File: src/rtl/ahb_ram_slave_ctrl.sv
// AHB-Lite slave front end for the word-addressed data RAM.
// Registers the address phase, drives RAM strobes in the data phase, and inserts the read wait state.
module ahb_ram_slave_ctrl #(
    parameter int unsigned DEPTH = 5,
    parameter int unsigned IDX_W = 3
) (
    input  logic        clk,
    input  logic        reset,
    input  logic        hsel,
    input  logic [1:0]  htrans,
    input  logic        hwrite,
    input  logic [2:0]  hsize,
    input  logic [31:0] haddr,
    input  logic [31:0] hwdata,
    input  logic        hready_in,
    output logic        hreadyout,
    output logic        hresp,
    output logic [31:0] hrdata,
    output logic        sel_1,
    output logic        rd_en_ram,
    output logic        wr_en_ram,
    output logic [31:0] wr_data,
    output logic [31:0] address_ram,
    input  logic [31:0] rd_data
);

    localparam logic [2:0] SIZE_WORD = 3'b010;

    typedef enum logic [2:0] {
        S_IDLE,
        S_WR,
        S_RD_REQ,
        S_RD_DATA,
        S_ERR1,
        S_ERR2
    } state_t;

    state_t           state;
    state_t           state_nxt;
    logic             valid;
    logic             addr_err;
    logic [IDX_W-1:0] idx;
    logic             unused_addr_bits;

    assign idx      = haddr[IDX_W+1:2];
    assign valid    = hsel & hready_in & htrans[1];
    assign addr_err = (hsize != SIZE_WORD) | (haddr[1:0] != 2'b00) | (32'(idx) >= 32'(DEPTH));

    // Upper address bits alias onto the RAM; htrans[0] only separates NONSEQ from SEQ.
    assign unused_addr_bits = ^{haddr[31:IDX_W+2], htrans[0]};

    // Next state: wait states run to completion, every other state may accept a new transfer.
    always_comb begin
        state_nxt = S_IDLE;
        case (state)
            S_RD_REQ: state_nxt = S_RD_DATA;
            S_ERR1:   state_nxt = S_ERR2;
            default: begin
                if (valid) begin
                    if (addr_err)    state_nxt = S_ERR1;
                    else if (hwrite) state_nxt = S_WR;
                    else             state_nxt = S_RD_REQ;
                end
            end
        endcase
    end

    // State and registered response/strobe outputs, decoded from the next state.
    always_ff @(posedge clk or posedge reset) begin
        if (reset) begin
            state       <= S_IDLE;
            hreadyout   <= 1'b1;
            hresp       <= 1'b0;
            sel_1       <= 1'b0;
            rd_en_ram   <= 1'b0;
            wr_en_ram   <= 1'b0;
            address_ram <= '0;
        end else begin
            state     <= state_nxt;
            hreadyout <= !((state_nxt == S_RD_REQ) || (state_nxt == S_ERR1));
            hresp     <= (state_nxt == S_ERR1) || (state_nxt == S_ERR2);
            sel_1     <= (state_nxt == S_RD_REQ) || (state_nxt == S_WR);
            rd_en_ram <= (state_nxt == S_RD_REQ);
            wr_en_ram <= (state_nxt == S_WR);
            if ((state_nxt == S_RD_REQ) || (state_nxt == S_WR))
                address_ram <= 32'(idx);
        end
    end

    // Write data and read data belong to the data phase itself, so they pass straight through.
    assign wr_data = (state == S_WR)      ? hwdata  : '0;
    assign hrdata  = (state == S_RD_DATA) ? rd_data : '0;

endmodule

File: config.mk
export PLATFORM = sky130hd
export DESIGN_NAME = ahb_ram_slave_ctrl
export DESIGN_NICKNAME = d
export VERILOG_FILES = /design/src/rtl/ahb_ram_slave_ctrl.sv
export SDC_FILE = /design/constraint.sdc
export NUM_CORES = 1
export LEC_CHECK = 0
export BUFFER_PORTS_ARGS = -buffer_cell sky130_fd_sc_hd__buf_2
export CORE_AREA = 2 2 81 83
export CTS_CLUSTER_DIAMETER = 100
export DETAILED_ROUTE_END_ITERATION = 12
export DIE_AREA = 0 0 83 85
export HOLD_SLACK_MARGIN = 0.15
export SYNTH_ARGS = -nofsm -noshare
export SYNTH_HDL_FRONTEND = slang
export SYNTH_SLANG_ARGS = --single-unit
File: constraint.sdc
create_clock -name clk -period 3.4 [get_ports clk]
set_clock_uncertainty 0.1 [all_clocks]
set_input_delay 0.68 -clock clk [delete_from_list [all_inputs] [get_ports clk]]
set_output_delay 0.68 -clock clk [all_outputs]
set_load 0.01 [all_outputs]
==> results.ini <==
[status]
status=complete, no violations

[timing]
hold_viol=0
finalSetupViolCount=0
fmax_mhz=393
fin_hold_ws_ns=0.326
maxSlewHeadroom_pct=51.0
fin_setup_tns_ns=0
rsz0062_at_grt=false
tightest_slew_ns=0.735
fin_crit_ns=2.54
slew_violations=0
fin_crit_sh_pct=74.8

[clocking]
clock_sinks=11
cts_tree=yes
cts_made_buffers=3
cts_setup_buffers=0
h-tree-depth=1
clock-root-buffer=clkbuf_8
hold_buffers=0
clk_latency_ns=0.23
cts_buffer_depth=2
clk_pin_slew_ns=0.05
cts_resized=0

[synthesis]
yosysTopAreaCell=and2_1
yosys-top-cells-count=64 x and2_1, 29 x buf_4, 10 x dfrtp_1
yosys-top-cells-area=and2_1 36%, dfrtp_1 22%, buf_4 20%
yosysMostFrequentCell=and2_1
yosys_warnings=0
synth-edff-count=0
async_reset_ff_share_pct=100
synth_top_area_share_pct=35.9
syn_inst=141
ys.flop_type=dfrtp_1
ys_seq_area_share_pct=24.8
synth.avg_cell_area_um2=7.92
synth-seq-cells=11
synth.distinct_cells=27
synth_area_um2=1120

[min_path]
worstHoldPathType=primary input to asynchronous set/reset pin

[final_layout]
area_delta_synth_final_pct=68.5
nNetsFinal=395
n_antenna_cell=0
drive_gt1_share_pct=55.9

[floorplan]
dieArea_um2=7060
die_h_um=85
coreArea_um2=6200
die_x_um=83
ios=207
rows=29
start_util_pct=18.0

[global_routing]
grt_max_degree=33
antenna_found_initial=0
grt_usage_pct=8.41
grt_pass1_vias=1175
overflow=0
grt_pass1_wl_um=5060

[route]
final_antenna_net_count=0
drt-total-wl_um=3270
via_per_inst=3.72
dr.first_iter.drc_count=10
num_vias=1356
drc=0
drt-wirelength-per-cell_um=8.96
dr.pass1.iters=4

[placement]
globalplace.congestion=0.777
dpl.hpwl_um=2830
place.port_buffers=149

[pwr]
vdd_drop_max_v=0.000195
leakagePower_nw=1.23
power_density_nw_per_um2=336

[worst_setup_path]
end_kind=output port
worstPathArrival_ns=1.76
worstPathRequired_ns=2.62
r2r_setup_slack_ns=1.79
crit_path_start_kind=flip-flop
path_class=flip-flop to output port
path_max_fanout=32

[run]
cap_violations=0

==> cell usage in the layout (no fill, tap or decap) <==
cell type / instances
conb_1: 29
nor2b_1: 1
nor2_2: 1
o211ai_1: 1
o21ai_0: 1
a21o_1: 1
dfstp_2: 1
buf_4: 1
nand3_1: 1
nand4_1: 1
nand2b_1: 1
inv_1: 2
mux2_2: 3
a21oi_1: 3
dfrtp_1: 10
nor2_1: 4
clkbuf_8: 3
xnor2_1: 1
nor4_1: 2
clkbuf_1: 1
buf_2: 149
o32ai_1: 1
nor3b_2: 1
o22ai_1: 1
and3_1: 1
and2_1: 64
o21ai_2: 1
and3b_1: 1
or2_2: 1
==> registers in the layout, summed over array words and instances, names as in the netlist <==
signal and count:
wr_en_ram 1, state 3, hresp 1, sel_1 1, address_ram 3, hreadyout 1, rd_en_ram 1
==> through the flow <==
| step | setup WS, ns | util [%] | area (um2) | total power, W | cells |
|---|---|---|---|---|---|
| finish | 0.858 | 30.3 | 1880 | 0.000631 | 365 |
| global route | 0.609 | 30.3 | 1880 | 0.000690 | 365 |
| CTS | 0.812 | 30.3 | 1880 | 0.000641 | 365 |
| detailed placement | 1.07 | 29.6 | 1840 | 0.000510 | 361 |
| global placement | 1.14 | 29.6 | 1840 | 0.000502 | 361 |
| floorplan | 1.43 | - | 1220 | 0.000384 | 169 |
==> path summary, 6_finish.rpt <==
kind	depth (start not counted)	start	endpoint
setup reg to reg	4	state[1]	address_ram[1]
hold / removal	2	reset	sel_1
min in group clk	1	address_ram[0]	address_ram[0]
hold reg to reg	1	address_ram[0]	address_ram[0]
setup / recovery	3	state[0]	hrdata[22]
max in group asynchronous	2	reset	hreadyout
==> routing by layer <==
metal  share of wire [%]  wire length [um]  GRT usage (%)  vias up
met2                  52              1700           16.0       99
met4                0.37                12           1.34        0
met3                  11               352           2.24        2
met1                  37              1200           9.58      579
met5                   0                 0              0        -
li1                    -                 -              -      676
==> worst max-delay path: stages, from the launching register on <==
cell	delay, ns
dfrtp_1	0.48
and3b_1	0.68
and2_1	0.23
buf_2	0.13
==> power breakdown <==
part | total (W) | internal [W] | switching (W)
clock network | 0.000128 | 0.0000821 | 0.0000463
logic | 0.000328 | 0.000157 | 0.000171
registers | 0.000175 | 0.000152 | 0.0000233
total | 0.000631 | 0.000391 | 0.000240
==> cell type report <==
class / count / area (um2)
Fill cell: 687 / 4320
Timing Repair Buffer: 150 / 753
Multi-Input combinational cell: 121 / 702
Sequential cell: 11 / 277
Tap cell: 77 / 96.3
Clock buffer: 4 / 45.0
Inverter: 2 / 7.51
==> kinds of logic (layout without fill, tap and decap cells) <==
logic type	after synthesis	count (layout)	share of synthesized area (%)
compound gates	9	9	5.27
xor+xnor	1	1	0.785
buf+inv	37	156	22.2
flops	11	11	24.8
mux	3	3	3.03
other cells	1	29	0.336
simple gates	79	79	43.6
Note: power is estimated with default switching activity, not from simulation.
